File: src/rtl/target_tracker.sv
// Groups row-level marker detections into up to NUM_TARGETS targets per frame
// and publishes a stable, qualified result set on every vsync rising edge.
module target_tracker #(
    parameter int NUM_TARGETS   = 4,
    parameter int SCREEN_WIDTH  = 1280,
    parameter int SCREEN_HEIGHT = 720,
    parameter int PROB_BITS     = 11,
    parameter int MIN_ROWS      = 2,
    parameter int GAP_ROWS      = 4,
    parameter int MERGE_SHIFT   = 1,
    localparam int XW = $clog2(SCREEN_WIDTH),
    localparam int YW = $clog2(SCREEN_HEIGHT) + 1
) (
    input  logic                        clk_in,
    input  logic                        rst_in,
    input  logic                        vsync_in,
    input  logic                        det_valid_in,
    input  logic [XW-1:0]               det_x_in,
    input  logic [YW-1:0]               det_y_in,
    input  logic [YW-1:0]               det_width_in,
    input  logic [PROB_BITS-1:0]        det_prob_in,
    output logic [NUM_TARGETS*XW-1:0]   xcount_out,
    output logic [NUM_TARGETS*YW-1:0]   ycount_out,
    output logic [NUM_TARGETS*YW-1:0]   diameter_out,
    output logic [NUM_TARGETS*YW-1:0]   span_out,
    output logic [NUM_TARGETS-1:0]      valid_out,
    output logic                        frame_done_out,
    output logic                        overflow_out
);

    localparam int DW = ((XW > YW) ? XW : YW) + 2;
    localparam int TW = DW + MERGE_SHIFT;

    logic                 vsync_q;
    logic                 frameDone_q;
    logic                 ovfWork_q;
    logic                 overflow_q;
    logic [NUM_TARGETS*XW-1:0] xcount_q;
    logic [NUM_TARGETS*YW-1:0] ycount_q;
    logic [NUM_TARGETS*YW-1:0] diameter_q;
    logic [NUM_TARGETS*YW-1:0] span_q;
    logic [NUM_TARGETS-1:0]    valid_q;

    logic                 used_q     [NUM_TARGETS];
    logic [XW-1:0]        bestX_q    [NUM_TARGETS];
    logic [YW-1:0]        bestY_q    [NUM_TARGETS];
    logic [YW-1:0]        bestW_q    [NUM_TARGETS];
    logic [PROB_BITS-1:0] bestP_q    [NUM_TARGETS];
    logic [YW-1:0]        yTop_q     [NUM_TARGETS];
    logic [YW-1:0]        yBot_q     [NUM_TARGETS];
    logic [XW-1:0]        trackX_q   [NUM_TARGETS];
    logic [YW-1:0]        trackY_q   [NUM_TARGETS];
    logic [YW-1:0]        trackW_q   [NUM_TARGETS];
    logic [YW-1:0]        rowCount_q [NUM_TARGETS];

    logic                   frameEdge;
    logic [NUM_TARGETS-1:0] matchVec;
    logic [NUM_TARGETS-1:0] qualVec;
    logic [NUM_TARGETS-1:0] updSel;
    logic [NUM_TARGETS-1:0] allocSel;
    logic                   anyMatch;
    logic                   anyFree;
    logic [YW-1:0]          spanW [NUM_TARGETS];

    assign frameEdge = vsync_in & ~vsync_q;

    // Per-slot proximity test against the last accepted row of each track.
    for (genvar s = 0; s < NUM_TARGETS; s++) begin : g_slot
        logic [DW-1:0] detXe, detYe, trkXe, trkYe, dx, dy;
        logic [TW-1:0] thr;
        assign detXe = DW'(det_x_in);
        assign detYe = DW'(det_y_in);
        assign trkXe = DW'(trackX_q[s]);
        assign trkYe = DW'(trackY_q[s]);
        assign dx    = (detXe >= trkXe) ? (detXe - trkXe) : (trkXe - detXe);
        assign dy    = detYe - trkYe;
        assign thr   = TW'(trackW_q[s]) << MERGE_SHIFT;
        assign matchVec[s] = used_q[s] && (det_y_in >= trackY_q[s]) &&
                             (dy <= DW'(GAP_ROWS)) && (TW'(dx + dy) <= thr);
        assign qualVec[s]  = used_q[s] && (rowCount_q[s] >= YW'(MIN_ROWS));
        assign spanW[s]    = yBot_q[s] - yTop_q[s] + YW'(1);
    end

    // Lowest index wins for both track update and allocation.
    always_comb begin
        updSel   = '0;
        allocSel = '0;
        anyMatch = 1'b0;
        anyFree  = 1'b0;
        for (int s = 0; s < NUM_TARGETS; s++) begin
            if (matchVec[s] && !anyMatch) begin
                updSel[s] = 1'b1;
                anyMatch  = 1'b1;
            end
            if (!used_q[s] && !anyFree) begin
                allocSel[s] = 1'b1;
                anyFree     = 1'b1;
            end
        end
        if (anyMatch) begin
            allocSel = '0;
        end
    end

    always_ff @(posedge clk_in or posedge rst_in) begin
        if (rst_in) begin
            vsync_q     <= 1'b0;
            frameDone_q <= 1'b0;
            ovfWork_q   <= 1'b0;
            overflow_q  <= 1'b0;
            xcount_q    <= '0;
            ycount_q    <= '0;
            diameter_q  <= '0;
            span_q      <= '0;
            valid_q     <= '0;
            for (int s = 0; s < NUM_TARGETS; s++) begin
                used_q[s]     <= 1'b0;
                bestX_q[s]    <= '0;
                bestY_q[s]    <= '0;
                bestW_q[s]    <= '0;
                bestP_q[s]    <= '0;
                yTop_q[s]     <= '0;
                yBot_q[s]     <= '0;
                trackX_q[s]   <= '0;
                trackY_q[s]   <= '0;
                trackW_q[s]   <= '0;
                rowCount_q[s] <= '0;
            end
        end else begin
            vsync_q     <= vsync_in;
            frameDone_q <= frameEdge;
            if (frameEdge) begin
                // Publish the finished frame and start the next one empty.
                overflow_q <= ovfWork_q;
                ovfWork_q  <= 1'b0;
                for (int s = 0; s < NUM_TARGETS; s++) begin
                    valid_q[s]             <= qualVec[s];
                    xcount_q[s*XW +: XW]   <= qualVec[s] ? bestX_q[s] : '0;
                    ycount_q[s*YW +: YW]   <= qualVec[s] ? bestY_q[s] : '0;
                    diameter_q[s*YW +: YW] <= qualVec[s] ? bestW_q[s] : '0;
                    span_q[s*YW +: YW]     <= qualVec[s] ? spanW[s]   : '0;
                    used_q[s]     <= 1'b0;
                    bestX_q[s]    <= '0;
                    bestY_q[s]    <= '0;
                    bestW_q[s]    <= '0;
                    bestP_q[s]    <= '0;
                    yTop_q[s]     <= '0;
                    yBot_q[s]     <= '0;
                    trackX_q[s]   <= '0;
                    trackY_q[s]   <= '0;
                    trackW_q[s]   <= '0;
                    rowCount_q[s] <= '0;
                end
            end else if (det_valid_in) begin
                if (!anyMatch && !anyFree) begin
                    ovfWork_q <= 1'b1;
                end
                for (int s = 0; s < NUM_TARGETS; s++) begin
                    if (updSel[s]) begin
                        trackX_q[s] <= det_x_in;
                        trackY_q[s] <= det_y_in;
                        trackW_q[s] <= det_width_in;
                        yBot_q[s]   <= det_y_in;
                        if (rowCount_q[s] != '1) begin
                            rowCount_q[s] <= rowCount_q[s] + YW'(1);
                        end
                        // Strict compare keeps the earlier row on a probability tie.
                        if (det_prob_in < bestP_q[s]) begin
                            bestX_q[s] <= det_x_in;
                            bestY_q[s] <= det_y_in;
                            bestW_q[s] <= det_width_in;
                            bestP_q[s] <= det_prob_in;
                        end
                    end else if (allocSel[s]) begin
                        used_q[s]     <= 1'b1;
                        bestX_q[s]    <= det_x_in;
                        bestY_q[s]    <= det_y_in;
                        bestW_q[s]    <= det_width_in;
                        bestP_q[s]    <= det_prob_in;
                        yTop_q[s]     <= det_y_in;
                        yBot_q[s]     <= det_y_in;
                        trackX_q[s]   <= det_x_in;
                        trackY_q[s]   <= det_y_in;
                        trackW_q[s]   <= det_width_in;
                        rowCount_q[s] <= YW'(1);
                    end
                end
            end
        end
    end

    assign xcount_out     = xcount_q;
    assign ycount_out     = ycount_q;
    assign diameter_out   = diameter_q;
    assign span_out       = span_q;
    assign valid_out      = valid_q;
    assign frame_done_out = frameDone_q;
    assign overflow_out   = overflow_q;

endmodule

File: config.mk
export PLATFORM = sky130hd
export DESIGN_NAME = target_tracker
export DESIGN_NICKNAME = d
export VERILOG_FILES = /design/src/rtl/target_tracker.sv
export SDC_FILE = /design/constraint.sdc
export NUM_CORES = 2
export LEC_CHECK = 0
export CORE_ASPECT_RATIO = 0.6
export CORE_MARGIN = 5
export CORE_UTILIZATION = 52
export CTS_CLUSTER_DIAMETER = 200
export DETAILED_ROUTE_END_ITERATION = 10
export GPL_TIMING_DRIVEN = 0
export HOLD_SLACK_MARGIN = 0.05
export PLACE_DENSITY = 0.8
export SYNTH_ARGS = -nofsm -noshare
export SYNTH_HDL_FRONTEND = slang
export SYNTH_SLANG_ARGS = --single-unit
export TNS_END_PERCENT = 1
File: constraint.sdc
create_clock -name clk_in -period 19.6 [get_ports clk_in]
set_input_delay 2.94 -clock clk_in [delete_from_list [all_inputs] [get_ports clk_in]]
set_output_delay 2.94 -clock clk_in [all_outputs]
set_load 0.1 [all_outputs]
* Yosys cells after proc, flatten, opt, wreduce, memory -nomap -nowiden
Index checks and enable logic that the tools add are counted.
** Storage, ports and cells
- Bits in registers :: 584
- Input port bits :: 48
- Output and inout bits :: 182
- Word-level logic and storage cells :: 321
** Cells by class
- $add $sub $neg :: 28
- Magnitude comparators :: 24
- Equal/unequal tests :: 16
- Muxes and demuxes :: 142
- Bitwise logic cells :: 2
- Reductions and logical operators :: 60
** Operators with widths (count)
- $mux W11 :: 92
- $mux W44 :: 18
- $sub A11 B11 Y12 :: 12
- $add A11 B1 Y11 const B :: 8
- $ge A11 B11 Y1 :: 8
- $add A13 B13 Y14 :: 4
- $le A14 B12 Y1 :: 4
- $le A13 B3 Y1 const B :: 4
- $mux W13 :: 4
- $ge A11 B2 Y1 const B :: 4
- $lt A11 B11 Y1 :: 4
- $ne A11 B11 Y1 const B :: 4
- $sub A11 B11 Y11 :: 4
- $reduce_and A3 Y1 :: 12
- $mux W1 :: 25
- $ne A3 B2 Y1 const B :: 8
- $logic_and A1 B1 Y1 :: 23
- $mux W4 :: 3
- $reduce_bool A2 Y1 :: 6
- $reduce_bool A3 Y1 :: 4
- $logic_not A1 Y1 :: 10
- $reduce_and A2 Y1 :: 5
- $ne A2 B2 Y1 const B :: 4
- $and A1 B1 Y1 :: 1
- $not A1 Y1 :: 1

* Longest topological paths before layout
- Depth after elaboration :: 20
- Depth in mapped cells :: 37
- Depth with buffers taken out :: 33

* Least setup slack after synthesis
Ideal clock, no wire load.
- Path type :: input port to flip-flop
- From :: input port det_x_in[0]
- To :: register rowCount_q[4] in the netlist's numbering
- Library setup time :: 0.066 ns
- Data arrival time :: 9.890 ns
- Required time :: 19.534 ns
- Setup slack :: 9.644 ns
- Cell stages on the path :: 33
- Buffers on the path :: 3
- Cell sequence :: inv_1 > ha_1 > inv_1 > fa_1 > a21oi_1 > o221ai_1 > a2111oi_0 > nor3_1 > a21oi_1 > clkbuf_1 > mux2_2 > ha_1 > a21oi_1 > o21ai_0 > a2111oi_1 > o21bai_1 > a21oi_1 > o21bai_1 > a21oi_1 > xnor2_1 > ha_1 > nand2_1 > o21bai_1 > a21oi_1 > a211oi_1 > nor4_1 > nor4b_1 > or3_1 > clkbuf_1 > or4b_1 > buf_2 > or3b_1 > nand2_1
** On the way
- Longest elaborated chain between the ends :: 18
- Elaborated cells between the ends (all ways) :: 46
- Classes of those cells :: add/sub (12); order compare (8); eq/ne (1); mux (13); reduce/logical (12)
** RTL lines
- from (decl) :: RTL line 18 : input logic [XW-1:0] det_x_in,
- $sub A11 B11 Y12 / $ge A11 B11 Y1 (equally long branches) :: RTL line 75 : assign dx = (detXe >= trkXe) ? (detXe - trkXe) : (trkXe - detXe);
- $mux W13 :: RTL line 75
- $add A13 B13 Y14 :: RTL line 79 : (dy <= DW'(GAP_ROWS)) && (TW'(dx + dy) <= thr);
- $le A14 B12 Y1 :: RTL line 79
- $logic_and A1 B1 Y1 :: RTL line 79
- $mux W1 :: RTL line 91 : if (matchVec[s] && !anyMatch) begin
- $logic_not A1 Y1 :: RTL line 91
- $logic_and A1 B1 Y1 :: RTL line 91
- [2 not listed]
- $logic_and A1 B1 Y1 :: RTL line 91
- $mux W1 :: RTL line 91
- $logic_not A1 Y1 :: RTL line 91
- $logic_and A1 B1 Y1 :: RTL line 91
- $mux W1 :: RTL line 91
- $mux W4 / $mux W11 (equally long branches) :: RTL line 100, 159
- $reduce_bool A3 Y1 (no source line) / $mux W44 (equally long branches)
- $reduce_and A3 Y1 (no source line) / $mux W44 (equally long branches)
- to (signal, indexed assignment) :: RTL line 165 : rowCount_q[s] <= rowCount_q[s] + YW'(1);
- to (decl) :: RTL line 54 : logic [YW-1:0] rowCount_q [NUM_TARGETS];
Parallel ways exist; a longest one is shown, timed or not. The select of a mux whose other input is x is not followed.
A chain may end at the register's enable or synchronous reset.

* Worst setup path after layout
- From :: input port det_x_in[4]
- To :: register trackY_q (netlist bit g_slot[2].trkYe[2])
** On the way
- Longest elaborated chain between the ends :: 18
- Elaborated cells between the ends (all ways) :: 45
- Classes of those cells :: add/sub (12); order compare (8); mux (13); reduce/logical (12)
** RTL lines
- $sub A11 B11 Y12 / $ge A11 B11 Y1 (equally long branches) :: RTL line 75
- $mux W13 :: RTL line 75
- $add A13 B13 Y14 :: RTL line 79
- $le A14 B12 Y1 :: RTL line 79
- $logic_and A1 B1 Y1 :: RTL line 79
- $mux W1 :: RTL line 91
- $logic_not A1 Y1 :: RTL line 91
- $logic_and A1 B1 Y1 :: RTL line 91
- [2 not listed]
- $logic_and A1 B1 Y1 :: RTL line 91
- $mux W1 :: RTL line 91
- $logic_not A1 Y1 :: RTL line 91
- $logic_and A1 B1 Y1 :: RTL line 91
- $mux W1 :: RTL line 91
- $mux W4 :: RTL line 100 : if (anyMatch) begin
- $reduce_bool A3 Y1 (no source line)
- $reduce_and A2 Y1 (no source line)
- to (signal, indexed assignment) :: RTL line 161 : trackY_q[s] <= det_y_in;
- to (signal, indexed assignment) :: RTL line 183 : trackY_q[s] <= det_y_in;
- to (decl) :: RTL line 52 : logic [YW-1:0] trackY_q [NUM_TARGETS];
Parallel ways exist; a longest one is shown, timed or not. The select of a mux whose other input is x is not followed.

==> impl_results.md <==
- Row cnt: 74
- Max Fclk: 0.0717 GHz
- Synth Cell Area: 0.0357 mm²
- Critical R2R Launch: g_slot[1].trkXe[4]
- Largest area contributor in the netlist: dfrtp_1
- Initial antenna violation count: 4
- Global route total overflow: 0
- Worst-path clk slew: 0.07 ns
- Share of layout cells above drive strength 1: 4.08%
- Critical Path Most Common Cell: a21oi_1
- Setup Skew: 0.0405 ns
- # setup viols final: 0
- Crit path DAT: 14.50 ns
- Clock Tree Root: clkbuf_16
- Die width: 348 µm
- Area delta synth->final: 15.6%
- Crit path max fanout: 10
- Ranking of synthesized cells by area: dfrtp_1 41%, ha_1 12%, a22o_1 5.4%
- Post-DR wirelength/cell: 24.7 µm
- Syn_area_per_cell: 9.38 µm²
- Maxcap violations: 0
- Post-cts hold buffer count: 0
- Most Used Layer, Global Route: met1
- Seq/Total Area, Yosys: 40.9%
- GR met1 Demand/Resource: 49.2%
- # fillers: 5,673
- Ys flop type: dfrtp_1
- CTS H-tree depth: 2
- Startpoint Class: primary input
- RSZ-0062 raised after global routing: false
- Port-buffer cells: 227
- Register-to-Register Setup Slack: 9.10 ns
- Pwr Total: 4260 µW
- Status: complete, but fails checks
- Pleak: 0.0191 µW
- NumNets Final: 4,513
- Core ar.: 0.0681 mm²
- DRC viols: 0
- M3 GR Usage: 13.9%
- Vias per cell: 6.34
- Pre-antenna DRT Iters: 6
- WS Path Type: in2reg
- Met2 usage: 43.5%
- Via count: 32,000
- TNS Setup: 0 ns
- Routed WL: 125,000 µm
- Asr flop ratio synth: 100%
- IO Count: 230
- Post-synthesis register bit count: 584
- Post-synth EDFFs: 0
- Critical Path Max Stage Delay: 0.98 ns
- Die Span Y: 213 µm
- Initial Util: 52.5%
- Worst reg2reg path depth: 31
- Hold path cells: 1
- Die ar.: 0.0742 mm²
- Post-synthesis cell type count: 85
- Critical R2R Capture: g_slot[2].trkYe[2]
- Final RePlAce weighted congestion: 1.04
- Req. time, crit path: 20.16 ns
- Slowest-stage cell, CP: nor4b_1
- Tcrit/Tclk final: 71.1%
- Clock Tree Buf Depth: 3
- Detailed-placement wirelength estimate: 95,000 µm
- Syn Inst Count: 3,808
- Relative slew slack: -5.01%
- CTS tree: built
- First-pass GRT wire length: 186,000 µm
- GRT Util Overall: 32.8%
- Hold Path Class: reg2reg
- Synth top area share: 40.9%
- Drt initial violations: 4,263
- Clock sink count: 584
- CTS buffer count: 53
- Setup Buffers After CTS: 0
- YS warnings: 0
- Max VDD drop: 63.9 µV
- Synth Net Count: 4,224
- Hold EP: valid_out[3]
- Worst Setup SP: det_x_in[4]
- Fin. Hold Viols: 0
- Largest net degree at the start of global routing: 129
- Slew @ Worst Pin: 1.58 ns
- PwrDens: 103 mW/mm²
- Hold Crit Start: valid_out[3]
- Max Slew Vio Count: 1
- PostCTS Resize Cnt: 0
- Vias in the first global route: 30,000
- Final min period: 13.94 ns
- Failing checks: max-slew violations
- Clock latency on the worst-skew pair: 0.65 ns
- CP Capture Type: register
- DRT antenna net count: 0
-- sequential cells by signal, indices dropped and copies added, names as in the netlist --
signal	cells
g_slot.trkXe	44
xcount_out	44
bestW_q	44
ycount_out	44
g_slot.trkYe	44
bestY_q	44
ovfWork_q	1
overflow_out	1
frame_done_out	1
used_q	4
valid_out	4
g_slot.thr	44
diameter_out	44
bestP_q	44
rowCount_q	44
vsync_q	1
yTop_q	44
span_out	44
bestX_q	44
-- routing by layer --
layer  wire (µm)  up-vias  part of all wire (%)
met5          16        -                 0.013
met4        3420        4                   2.7
met3       18700      259                    15
met2       47900     1895                    38
met1       54900    15700                    44
li1            -    14200                     -
-- report_power, final --
| group | internal (µW) | switching (µW) | leakage (µW) | total (µW) |
|---|---|---|---|---|
| sequential | 1290 | 61.2 | 0.00795 | 1350 |
| clock | 677 | 510 | 0.000939 | 1190 |
| combinational | 675 | 1050 | 0.0103 | 1730 |
| total | 2640 | 1630 | 0.0191 | 4260 |
-- cell usage in the layout (no fill, tap or decap), types with 15 or more instances in the layout --
| master | synthesis | routed |
|---|---|---|
| nand3_1 | 192 | 192 |
| a21o_1 | 74 | 74 |
| clkdlybuf4s50_1 | 0 | 227 |
| nor3_1 | 54 | 54 |
| o211ai_1 | 18 | 18 |
| ha_1 | 348 | 348 |
| dfrtp_1 | 584 | 584 |
| a21oi_1 | 260 | 260 |
| mux2i_1 | 87 | 87 |
| o31ai_1 | 41 | 41 |
| xnor2_1 | 87 | 87 |
| o21ai_0 | 261 | 260 |
| o21bai_1 | 41 | 41 |
| o21a_1 | 33 | 33 |
| a22o_1 | 222 | 222 |
| nand2b_1 | 26 | 26 |
| nor2b_1 | 25 | 25 |
| nand2_1 | 346 | 346 |
| mux2_2 | 19 | 19 |
| nor2_1 | 178 | 178 |
| clkbuf_16 | 0 | 53 |
| a211oi_1 | 15 | 15 |
| or3_1 | 23 | 23 |
| buf_2 | 24 | 24 |
| nor4_1 | 26 | 26 |
| xor2_1 | 35 | 35 |
| fa_1 | 20 | 20 |
| nand4_1 | 24 | 24 |
| clkbuf_1 | 162 | 171 |
| inv_1 | 336 | 335 |
| and3_1 | 25 | 25 |
-- kinds of logic after synthesis --
family | share of synthesized area [%]
compound gates | 21.0
xor+xnor | 2.99
fa+ha+maj | 13.3
buf+inv | 5.72
flops | 40.9
mux | 3.04
simple gates | 13.0
-- how the worst max path moves through the flow --
stage,end,slack (ns),depth (start not counted)
3_3_place_gp,rowCount_q[26],-6.49,2
3_5_place_dp,g_slot[2].trkYe[2],5.57,33
4_1_cts,g_slot[2].trkYe[2],6.14,33
5_1_grt,g_slot[2].trkYe[2],5.01,33
2_1_floorplan,bestP_q[0],0.32,1
6_report,g_slot[2].trkYe[2],5.66,33
-- synthesized netlist by cell type (24+ instances only) --
cell      instances
buf_2            24
o21a_1           33
a21o_1           74
dfrtp_1         584
and3_1           25
nor2b_1          25
mux2i_1          87
xor2_1           35
nor2_1          178
xnor2_1          87
a21oi_1         260
nor4_1           26
inv_1           336
o31ai_1          41
o21bai_1         41
o21ai_0         261
nand4_1          24
clkbuf_1        162
nand2b_1         26
nand2_1         346
nor3_1           54
a22o_1          222
ha_1            348
nand3_1         192
-- worst max-delay path, delay by kind of cell --
| kind | cells | cell delay, ns |
|---|---|---|
| XOR/XNOR | 2 | 0.49 |
| AO/OA/AOI/OAI | 13 | 3.59 |
| buffers and inverters | 7 | 3.22 |
| AND/OR/NAND/NOR | 7 | 2.97 |
| multiplexers | 1 | 0.20 |
| adder cells (fa/ha/maj) | 3 | 1.04 |
-- per-stage QoR --
step,hold WS (ns),util [%],setup WS [ns],area (µm²),std cells
after CTS,0.480,60.7,6.14,41300,5050
after global placement,0.462,57.5,-6.49,39100,4947
final,0.478,60.7,5.66,41300,5053
after global routing,0.492,60.7,5.01,41300,5050
after detailed placement,0.465,57.8,5.57,39400,4954
after floorplan,0.440,-,0.319,35700,3808
-- area by class of cell --
| cell class | count | area, µm² | share of cell area (%) |
|---|---|---|---|
| clock buffer | 70 | 1470 | 3.56 |
| inverter | 337 | 1270 | 3.08 |
| clock inverter | 26 | 464 | 1.12 |
| timing repair buffer | 234 | 2440 | 5.90 |
| sequential | 584 | 14600 | 35.4 |
| antenna | 3 | 7.51 | 0.0182 |
| multi-input combinational | 2692 | 19100 | 46.3 |
| buffer | 195 | 781 | 1.89 |
| tap | 912 | 1140 | 2.76 |
(Power assumes the default switching activity.)
